===== src/rtl/song_sequencer_pkg.sv =====
// Shared note codes, sequencer state encodings and preset song dimensions.
package song_sequencer_pkg;

    localparam int unsigned NOTE_CODE_W    = 4;
    localparam int unsigned SRC_W          = 2;
    localparam int unsigned PRESET_MAX_LEN = 4;
    localparam int unsigned PRESET_IDX_W   = $clog2(PRESET_MAX_LEN);
    localparam int unsigned PRESET_LEN_W   = $clog2(PRESET_MAX_LEN + 1);

    typedef enum logic [NOTE_CODE_W-1:0] {
        NOTE_REST = 4'd0,
        NOTE_C4   = 4'd1,
        NOTE_D4   = 4'd2,
        NOTE_E4   = 4'd3,
        NOTE_F4   = 4'd4,
        NOTE_G4   = 4'd5,
        NOTE_A4   = 4'd6,
        NOTE_B4   = 4'd7
    } note_e;

    typedef enum logic [2:0] {
        ST_IDLE      = 3'd0,
        ST_INS_DLY   = 3'd1,
        ST_INS_HOLD  = 3'd2,
        ST_DEL_HOLD  = 3'd3,
        ST_PLAY      = 3'd4,
        ST_PLAY_HOLD = 3'd5
    } seq_state_e;

endpackage


===== src/rtl/preset_song_rom.sv =====
// Fixed preset songs: (song select, note index) -> (note code, song length).
module preset_song_rom
    import song_sequencer_pkg::*;
(
    input  logic [SRC_W-1:0]        i_sel,
    input  logic [PRESET_IDX_W-1:0] i_idx,
    output logic [NOTE_CODE_W-1:0]  o_note_c,
    output logic [PRESET_LEN_W-1:0] o_len_c
);

    // Select 0 is the user song and has no ROM content; indices past a song's end read as rests.
    always_comb begin
        o_note_c = NOTE_REST;
        o_len_c  = '0;
        case (i_sel)
            2'd1: begin
                o_len_c = PRESET_LEN_W'(4);
                case (i_idx)
                    2'd0:    o_note_c = NOTE_C4;
                    2'd1:    o_note_c = NOTE_E4;
                    2'd2:    o_note_c = NOTE_G4;
                    default: o_note_c = NOTE_E4;
                endcase
            end
            2'd2: begin
                o_len_c = PRESET_LEN_W'(3);
                case (i_idx)
                    2'd0:    o_note_c = NOTE_G4;
                    2'd1:    o_note_c = NOTE_F4;
                    2'd2:    o_note_c = NOTE_E4;
                    default: o_note_c = NOTE_REST;
                endcase
            end
            2'd3: begin
                o_len_c = PRESET_LEN_W'(2);
                case (i_idx)
                    2'd0:    o_note_c = NOTE_A4;
                    2'd1:    o_note_c = NOTE_B4;
                    default: o_note_c = NOTE_REST;
                endcase
            end
            default: begin
                o_note_c = NOTE_REST;
                o_len_c  = '0;
            end
        endcase
    end

endmodule


===== src/rtl/song_sequencer.sv =====
// Note store and playback engine: appends/removes user notes and streams user or preset songs.
module song_sequencer
    import song_sequencer_pkg::*;
#(
    parameter  int unsigned MAX_NOTES    = 16,
    parameter  int unsigned NOTE_W       = 4,
    parameter  int unsigned NOTE_TICKS   = 12_500_000,
    parameter  int unsigned DELAY_CYCLES = 25_000_000,
    localparam int unsigned PTR_W        = $clog2(MAX_NOTES)
) (
    input  logic              clk,
    input  logic              reset,
    input  logic              restart,
    input  logic              insert_en,
    input  logic              delete_en,
    input  logic              play_en,
    input  logic [SRC_W-1:0]  song_src,
    input  logic [NOTE_W-1:0] note_in,
    output logic              is_full,
    output logic [PTR_W:0]    count,
    output logic              insert_delay_done,
    output logic              play_done,
    output logic              play_valid,
    output logic [NOTE_W-1:0] play_note,
    output logic [PTR_W-1:0]  play_index,
    output logic              wr_strobe,
    output logic              wr_erase,
    output logic [PTR_W-1:0]  wr_index,
    output logic [NOTE_W-1:0] wr_note
);

    localparam int unsigned CNT_OUT_W = PTR_W + 1;
    localparam int unsigned CNT_MAX   = (NOTE_TICKS > DELAY_CYCLES) ? NOTE_TICKS : DELAY_CYCLES;
    localparam int unsigned CNT_W     = $clog2(CNT_MAX + 1);

    localparam logic [CNT_W-1:0]     TICK_LAST = CNT_W'(NOTE_TICKS - 1);
    localparam logic [CNT_W-1:0]     DLY_LAST  = CNT_W'(DELAY_CYCLES - 1);
    localparam logic [CNT_OUT_W-1:0] FULL_CNT  = CNT_OUT_W'(MAX_NOTES);

    seq_state_e          r_state;
    logic                r_ins_q;
    logic                r_del_q;
    logic                r_ply_q;
    logic [NOTE_W-1:0]   r_mem [MAX_NOTES];
    logic [PTR_W:0]      r_count;
    logic                r_full;
    logic [SRC_W-1:0]    r_src;
    logic [PTR_W:0]      r_len;
    logic [PTR_W-1:0]    r_index;
    logic [CNT_W-1:0]    r_cnt;
    logic                r_idd;
    logic                r_pd;
    logic                r_pv;
    logic [NOTE_W-1:0]   r_pn;
    logic [PTR_W-1:0]    r_pi;
    logic                r_ws;
    logic                r_we;
    logic [PTR_W-1:0]    r_wi;
    logic [NOTE_W-1:0]   r_wn;

    logic                    w_ins_edge;
    logic                    w_del_edge;
    logic                    w_ply_edge;
    logic                    w_idle;
    logic [SRC_W-1:0]        w_rd_sel;
    logic [PTR_W-1:0]        w_rd_idx;
    logic [PRESET_IDX_W-1:0] w_rom_idx;
    logic [NOTE_CODE_W-1:0]  w_rom_note;
    logic [PRESET_LEN_W-1:0] w_rom_len;
    logic [PTR_W:0]          w_preset_len;
    logic [PTR_W:0]          w_play_len;
    logic [NOTE_W-1:0]       w_rd_note;
    logic                    w_last_note;
    logic [PTR_W:0]          w_count_p1;
    logic [PTR_W:0]          w_count_m1;

    assign w_ins_edge = insert_en & ~r_ins_q;
    assign w_del_edge = delete_en & ~r_del_q;
    assign w_ply_edge = play_en & ~r_ply_q;
    assign w_idle     = (r_state == ST_IDLE);

    // In IDLE the read port looks at note 0 of the song being requested, so the first
    // note can be registered on the same edge that starts playback.
    assign w_rd_sel  = w_idle ? song_src : r_src;
    assign w_rd_idx  = w_idle ? '0 : r_index + PTR_W'(1);
    assign w_rom_idx = PRESET_IDX_W'(w_rd_idx);

    preset_song_rom u_rom (
        .i_sel    (w_rd_sel),
        .i_idx    (w_rom_idx),
        .o_note_c (w_rom_note),
        .o_len_c  (w_rom_len)
    );

    assign w_preset_len = (32'(w_rom_len) > MAX_NOTES) ? FULL_CNT : CNT_OUT_W'(w_rom_len);
    assign w_play_len   = (song_src == '0) ? r_count : w_preset_len;
    assign w_rd_note    = (w_rd_sel == '0) ? r_mem[w_rd_idx] : NOTE_W'(w_rom_note);
    assign w_last_note  = ({1'b0, r_index} == (r_len - CNT_OUT_W'(1)));
    assign w_count_p1   = r_count + CNT_OUT_W'(1);
    assign w_count_m1   = r_count - CNT_OUT_W'(1);

    // Sequencer FSM with registered outputs; restart beats every state, reset beats restart.
    always_ff @(posedge clk) begin
        if (reset) begin
            r_state <= ST_IDLE;
            r_ins_q <= 1'b0;
            r_del_q <= 1'b0;
            r_ply_q <= 1'b0;
            r_count <= '0;
            r_full  <= 1'b0;
            r_src   <= '0;
            r_len   <= '0;
            r_index <= '0;
            r_cnt   <= '0;
            r_idd   <= 1'b0;
            r_pd    <= 1'b0;
            r_pv    <= 1'b0;
            r_pn    <= '0;
            r_pi    <= '0;
            r_ws    <= 1'b0;
            r_we    <= 1'b0;
            r_wi    <= '0;
            r_wn    <= '0;
        end else begin
            r_ins_q <= insert_en;
            r_del_q <= delete_en;
            r_ply_q <= play_en;
            r_ws    <= 1'b0;
            r_we    <= 1'b0;
            r_wi    <= '0;
            r_wn    <= '0;
            if (restart) begin
                r_state <= ST_IDLE;
                r_count <= '0;
                r_full  <= 1'b0;
                r_src   <= '0;
                r_len   <= '0;
                r_index <= '0;
                r_cnt   <= '0;
                r_idd   <= 1'b0;
                r_pd    <= 1'b0;
                r_pv    <= 1'b0;
                r_pn    <= '0;
                r_pi    <= '0;
            end else begin
                case (r_state)
                    ST_IDLE: begin
                        if (w_ply_edge) begin
                            r_src   <= song_src;
                            r_len   <= w_play_len;
                            r_index <= '0;
                            r_cnt   <= '0;
                            if (w_play_len == '0) begin
                                r_state <= ST_PLAY_HOLD;
                                r_pd    <= 1'b1;
                            end else begin
                                r_state <= ST_PLAY;
                                r_pv    <= 1'b1;
                                r_pn    <= w_rd_note;
                                r_pi    <= '0;
                            end
                        end else if (w_del_edge) begin
                            r_state <= ST_DEL_HOLD;
                            if (r_count != '0) begin
                                r_count <= w_count_m1;
                                r_full  <= 1'b0;
                                r_ws    <= 1'b1;
                                r_we    <= 1'b1;
                                r_wi    <= w_count_m1[PTR_W-1:0];
                            end
                        end else if (w_ins_edge) begin
                            if (r_full) begin
                                r_state <= ST_INS_HOLD;
                                r_idd   <= 1'b1;
                            end else begin
                                r_mem[r_count[PTR_W-1:0]] <= note_in;
                                r_count <= w_count_p1;
                                r_full  <= (w_count_p1 == FULL_CNT);
                                r_ws    <= 1'b1;
                                r_wi    <= r_count[PTR_W-1:0];
                                r_wn    <= note_in;
                                r_cnt   <= '0;
                                r_state <= ST_INS_DLY;
                            end
                        end
                    end
                    ST_INS_DLY: begin
                        if (!insert_en) begin
                            r_state <= ST_IDLE;
                            r_cnt   <= '0;
                        end else if (r_cnt == DLY_LAST) begin
                            r_state <= ST_INS_HOLD;
                            r_idd   <= 1'b1;
                            r_cnt   <= '0;
                        end else begin
                            r_cnt <= r_cnt + CNT_W'(1);
                        end
                    end
                    ST_INS_HOLD: begin
                        if (!insert_en) begin
                            r_state <= ST_IDLE;
                            r_idd   <= 1'b0;
                        end
                    end
                    ST_DEL_HOLD: begin
                        if (!delete_en) r_state <= ST_IDLE;
                    end
                    ST_PLAY: begin
                        if (!play_en) begin
                            r_state <= ST_IDLE;
                            r_pv    <= 1'b0;
                            r_pn    <= '0;
                            r_pi    <= '0;
                            r_cnt   <= '0;
                        end else if (r_cnt == TICK_LAST) begin
                            r_cnt <= '0;
                            if (w_last_note) begin
                                r_state <= ST_PLAY_HOLD;
                                r_pv    <= 1'b0;
                                r_pn    <= '0;
                                r_pi    <= '0;
                                r_pd    <= 1'b1;
                            end else begin
                                r_index <= w_rd_idx;
                                r_pi    <= w_rd_idx;
                                r_pn    <= w_rd_note;
                            end
                        end else begin
                            r_cnt <= r_cnt + CNT_W'(1);
                        end
                    end
                    ST_PLAY_HOLD: begin
                        if (!play_en) begin
                            r_state <= ST_IDLE;
                            r_pd    <= 1'b0;
                        end
                    end
                    default: r_state <= ST_IDLE;
                endcase
            end
        end
    end

    assign is_full           = r_full;
    assign count             = r_count;
    assign insert_delay_done = r_idd;
    assign play_done         = r_pd;
    assign play_valid        = r_pv;
    assign play_note         = r_pn;
    assign play_index        = r_pi;
    assign wr_strobe         = r_ws;
    assign wr_erase          = r_we;
    assign wr_index          = r_wi;
    assign wr_note           = r_wn;

endmodule


===== config.mk =====
export PLATFORM = sky130hd
export DESIGN_NAME = song_sequencer
export DESIGN_NICKNAME = d
export VERILOG_FILES = /design/src/rtl/song_sequencer_pkg.sv /design/src/rtl/preset_song_rom.sv /design/src/rtl/song_sequencer.sv
export SDC_FILE = /design/constraint.sdc
export NUM_CORES = 1
export LEC_CHECK = 0
export CAP_MARGIN = 20
export CORE_MARGIN = 3
export CORE_UTILIZATION = 50
export DETAILED_ROUTE_END_ITERATION = 16
export PLACE_DENSITY_LB_ADDON = 0.08
export SLEW_MARGIN = 40
export SYNTH_ARGS = -nofsm -noshare
export SYNTH_HDL_FRONTEND = slang
export SYNTH_SLANG_ARGS = --single-unit

===== constraint.sdc =====
create_clock -name clk -period 2.39 [get_ports clk]
set_clock_uncertainty 0.1 [all_clocks]
set_input_delay 0.478 -clock clk [delete_from_list [all_inputs] [get_ports clk]]
set_output_delay 0.478 -clock clk [all_outputs]
set_load 0.03 [all_outputs]

==> out/metrics.sh <==
STATUS='complete, no violations'
CRIT-REG2REG-LAUNCH='r_len[1]'
WIRELENGTH_UM=17200
CRIT_SLOWEST_CELL='sky130_fd_sc_hd__a2111oi_4'
DRV_SLEW=0
GP_ROUTABILITY_CONGESTION=0.995
TIMING.HOLD.WORST.START='play_index[1]'
MAXCAPVIOLCOUNT=0
COREAREA_UM2=12200
CRITICAL_PATH.MAX_STAGE_DELAY_NS=0.45
DP_HPWL_UM=12600
YOSYSTOPAREACELLSHARE_PCT=30.2
SYNTH_CELLS=629
AVGSYNTHCELLAREA_UM2=10.1
FINALPOWER_uW=5470
POWER_DENSITY_nW_PER_UM2=665
LAYOUT_COMMONEST_CELL='sky130_fd_sc_hd__buf_4'
POSTSYNTHNETCOUNT=648
YS_TYPES=74
FINAL-SETUP-VIOL-COUNT=0
COMMONEST_NON_FILL_NON_TAP_CELLS_IN_THE_LAYOUT='99 x sky130_fd_sc_hd__buf_4, 75 x sky130_fd_sc_hd__nor2_1, 65 x sky130_fd_sc_hd__dfxtp_1'
TRITONCTS='done'
FF2FF_PATH_DEPTH=9
CTS_HTREE_LEVELS=4
WORSTSETUPPATHTYPE='register to register'
PORTBUFFERS=38
WIRE_LENGTH_OF_THE_FIRST_GLOBAL_ROUTING_PASS_UM=28000
FIN_TNS_SETUP_NS=0
SYNTH_AREA_LEADER_CELL='sky130_fd_sc_hd__edfxtp_1'
ASYNC_RESET_FF_SHARE_PCT=0
OVERALL_ROUTING_RESOURCE_USAGE_PCT=25.1
WORSTPATHBUFFERINVERTERCOUNT=2
HOLD_PATH_END='play_index[1]'
FMAXACHIEVABLE_GHz=0.425
GRT_REMAINING_OVERFLOW=0
LEAKAGE_uW=0.00290
FIRST_ITER_VIOLATIONS=436
START_UTIL_PCT=52.2
YOSYSWARNINGCOUNT=0
WORSTSETUPSTARTPOINTTYPE='register'
SYNTH.FF_LATCH_COUNT=133
FINAL.FILL_COUNT=1022
INSERTION_DELAY_NS=0.42
RELATIVE_MAX_TRANSITION_MARGIN_PCT=52.6
DRCVIOLATIONCOUNT=0
WIRE_PER_INST_UM=18.4
HOLD-PATH-CELL-COUNT=2
CRITICAL_PATH_PEAK_FANOUT=4
PLACEMENTROWS=40
DRT_PRE_ANTENNA_ITERS=5
REQUIRED_TIME_WORST_ENDPOINT_NS=2.59
YOSYS_MOST_USED_DFF='sky130_fd_sc_hd__dfxtp_1'
DIE_H_UM=119
TIMING.FINAL.CRIT_SHARE_PCT=98.3
DIE_WIDTH_UM=119
SYNTHESIS.AREA_UM2=6370
MAX-VDD-IR-DROP_V=0.000523
TIMING_HOLD_VIOLATIONS_FINAL=0
WORSTSETUPENDPOINTTYPE='register'
CTS_BUFFER_DEPTH=2
FINALNETCOUNT=774
DIE_AREA_UM2=14100
FINAL_LAYOUT_SIZE_SUFFIX_GT1_SHARE_PCT=21.9
CTS_NUM_SINKS=133
WORST-ENDPOINT-ARRIVAL_NS=2.55
FINALNONFILLERCELLS=936
SETUP.REG_TO_REG.WORST_SLACK_NS=0.04
MIN_PERIOD_NS=2.35
CTS_MADE_BUFFERS=17
CRIT-REG2REG-CAPTURE='play_note[1]'
AREA.GROWTH.SYNTH_TO_FINAL_PCT=29.2
SYNTH-EDFF-COUNT=64
AVGVIACOUNTPERCELL=5.82
CLKTRANSATPATHREGS_NS=0.06
FINAL_CELL_AREA_UM2=8230
WORST_PATH_DOMINANT_CELL_FAMILY='compound AO/OA/AOI/OAI gates'
MAXIMUM_NUMBER_OF_PINS_ON_ONE_NET_BEFORE_GLOBAL_ROUTE_REPAIR=28
ANTENNA_CELLS_INSERTED=0
TOP_CELLS_BY_AREA_SYNTH='sky130_fd_sc_hd__edfxtp_1 30%, sky130_fd_sc_hd__dfxtp_1 22%, sky130_fd_sc_hd__nor2_1 4.6%, sky130_fd_sc_hd__nand2_1 3.2%, sky130_fd_sc_hd__xnor2_1 3.2%'
ANTENNA_FOUND_INITIAL=0
WORSTHOLDPATHTYPE='register to register'
TIMING.CRITICAL_PATH.CELLS='inv_2, ha_4, xnor2_2, o32a_1, a2111oi_4, buf_4, o31ai_4, and2_4, a22o_1'
NUM_VIAS=5452
CTS.ROOT.BUFFER_CELL='sky130_fd_sc_hd__clkbuf_16'
POSTCTSHOLDBUFS=0
POSTROUTEANTENNANETS=0
FIRST_GLOBAL_VIAS=5377
IO-PIN-COUNT=39
WORST_SLEW_PIN_SLEW_NS=0.708
SYNTH_SEQ_AREA_SHARE_PCT=51.8
DP_CELLS=898
POSTPLACECELLAREA_UM2=7550
Yosys cell counts (3+ instances only):
library cell                n
sky130_fd_sc_hd__o21ai_1    4
sky130_fd_sc_hd__and2_1     9
sky130_fd_sc_hd__a311oi_1   3
sky130_fd_sc_hd__clkbuf_1  22
sky130_fd_sc_hd__a22o_1     3
sky130_fd_sc_hd__nand3b_1   5
sky130_fd_sc_hd__nor3_1    20
sky130_fd_sc_hd__and3_1     7
sky130_fd_sc_hd__a211oi_1   8
sky130_fd_sc_hd__nor2b_1    6
sky130_fd_sc_hd__nor2_1    78
sky130_fd_sc_hd__nand2b_1  10
sky130_fd_sc_hd__nand2_1   55
sky130_fd_sc_hd__mux4_2     4
sky130_fd_sc_hd__nor4_1     4
sky130_fd_sc_hd__a21boi_0   5
sky130_fd_sc_hd__nand4_1   14
sky130_fd_sc_hd__mux2i_1   14
sky130_fd_sc_hd__edfxtp_1  64
sky130_fd_sc_hd__or3_1      5
sky130_fd_sc_hd__ha_1       7
sky130_fd_sc_hd__buf_2      5
sky130_fd_sc_hd__xor2_1    13
sky130_fd_sc_hd__mux2_2     3
sky130_fd_sc_hd__nand3_1   19
sky130_fd_sc_hd__inv_1     18
sky130_fd_sc_hd__xnor2_1   23
sky130_fd_sc_hd__o32ai_1    3
sky130_fd_sc_hd__dfxtp_1   69
sky130_fd_sc_hd__and4_1     4
sky130_fd_sc_hd__o32a_1     3
sky130_fd_sc_hd__a21oi_1   35
sky130_fd_sc_hd__o21ai_0   19
sky130_fd_sc_hd__a22oi_1    3
sky130_fd_sc_hd__a31oi_1   13
through the flow:
step / util (%) / worst slack (ns) / hold WS, ns
final: 67.4 / 0.0398 / 0.356
after global routing: 67.4 / -0.0412 / 0.373
after CTS: 66.4 / 0.000675 / 0.362
after detailed placement: 61.8 / -0.177 / 0.355
after global placement: 61.8 / -0.139 / 0.339
after floorplan: - / -0.123 / 0.349
area by class of cell:
type	instances	area [µm²]	area share, %
clock buffers	19	454	5.52
clock inverters	13	104	1.26
inverters	18	67.6	0.821
multi-input cells	447	2940	35.8
flip-flops and latches	133	3310	40.2
well taps	168	210	2.55
repair buffers	138	1150	13.9
worst max-delay path by stage:
stage	start	slack (ns)	endpoint	depth (start not counted)
after floorplan	r_state[2]	-0.12	r_mem[1][0]	8
after global placement	play_en	-0.14	r_mem[2][0]	8
after detailed placement	play_en	-0.18	r_mem[2][1]	8
after CTS	r_len[1]	0.0007	r_index[2]	8
after global routing	r_len[1]	-0.04	play_note[1]	9
final	r_len[1]	0.04	play_note[1]	9
power by group:
part | total, µW | internal (µW) | switching (µW)
registers | 2430 | 2410 | 20.8
logic | 610 | 263 | 347
clock network | 2430 | 1480 | 952
total | 5470 | 4150 | 1320
state kept, by name (all words and copies together), names as in the netlist:
signal             cells
count                  5
play_note              4
play_valid             1
wr_strobe              1
play_index             4
r_state                3
is_full                1
play_done              1
r_src                  2
r_len                  5
r_cnt                 25
wr_erase               1
r_index                4
r_ply_q                1
insert_delay_done      1
r_mem                 64
r_ins_q                1
wr_index               4
wr_note                4
r_del_q                1
per-layer routing:
layer | GRT usage [%] | up-vias | part of all wire [%]
met5 | 0 | - | 0
met4 | 8.47 | 0 | 1.8
met1 | 33.2 | 2634 | 43
met2 | 39.7 | 202 | 48
li1 | - | 2578 | -
met3 | 7.12 | 38 | 7.1
cells by family (layout without fill, tap and decap cells):
family | after synthesis | in the layout | synth area share [%]
flip-flops | 133 | 133 | 51.8
AO/OA/AOI/OAI | 132 | 132 | 14.6
buffers and inverters | 49 | 188 | 3.22
XOR/XNOR | 36 | 36 | 4.95
adder cells (fa/ha/maj) | 7 | 7 | 1.37
multiplexers | 21 | 21 | 4.14
AND/OR/NAND/NOR | 251 | 251 | 19.9
worst reg2reg max path, delay by kind of cell, from the launching register on:
kind	cells	cell delay, ns
AO/OA/AOI/OAI	4	1.07
XOR/XNOR	1	0.12
AND/OR/NAND/NOR	1	0.18
adder cells (fa/ha/maj)	1	0.17
flip-flops	1	0.35
buffers and inverters	2	0.24
what timing repair did:
item                       in CTS  in global routing
gates resized for setup         0                 19
hold endpoints to repair        0                  0
gates cloned                    0                  0
pin swaps                       1                 10
setup endpoints to repair       3                 19
setup buffers                   0                  6
Power figures use the tool's default switching activity.
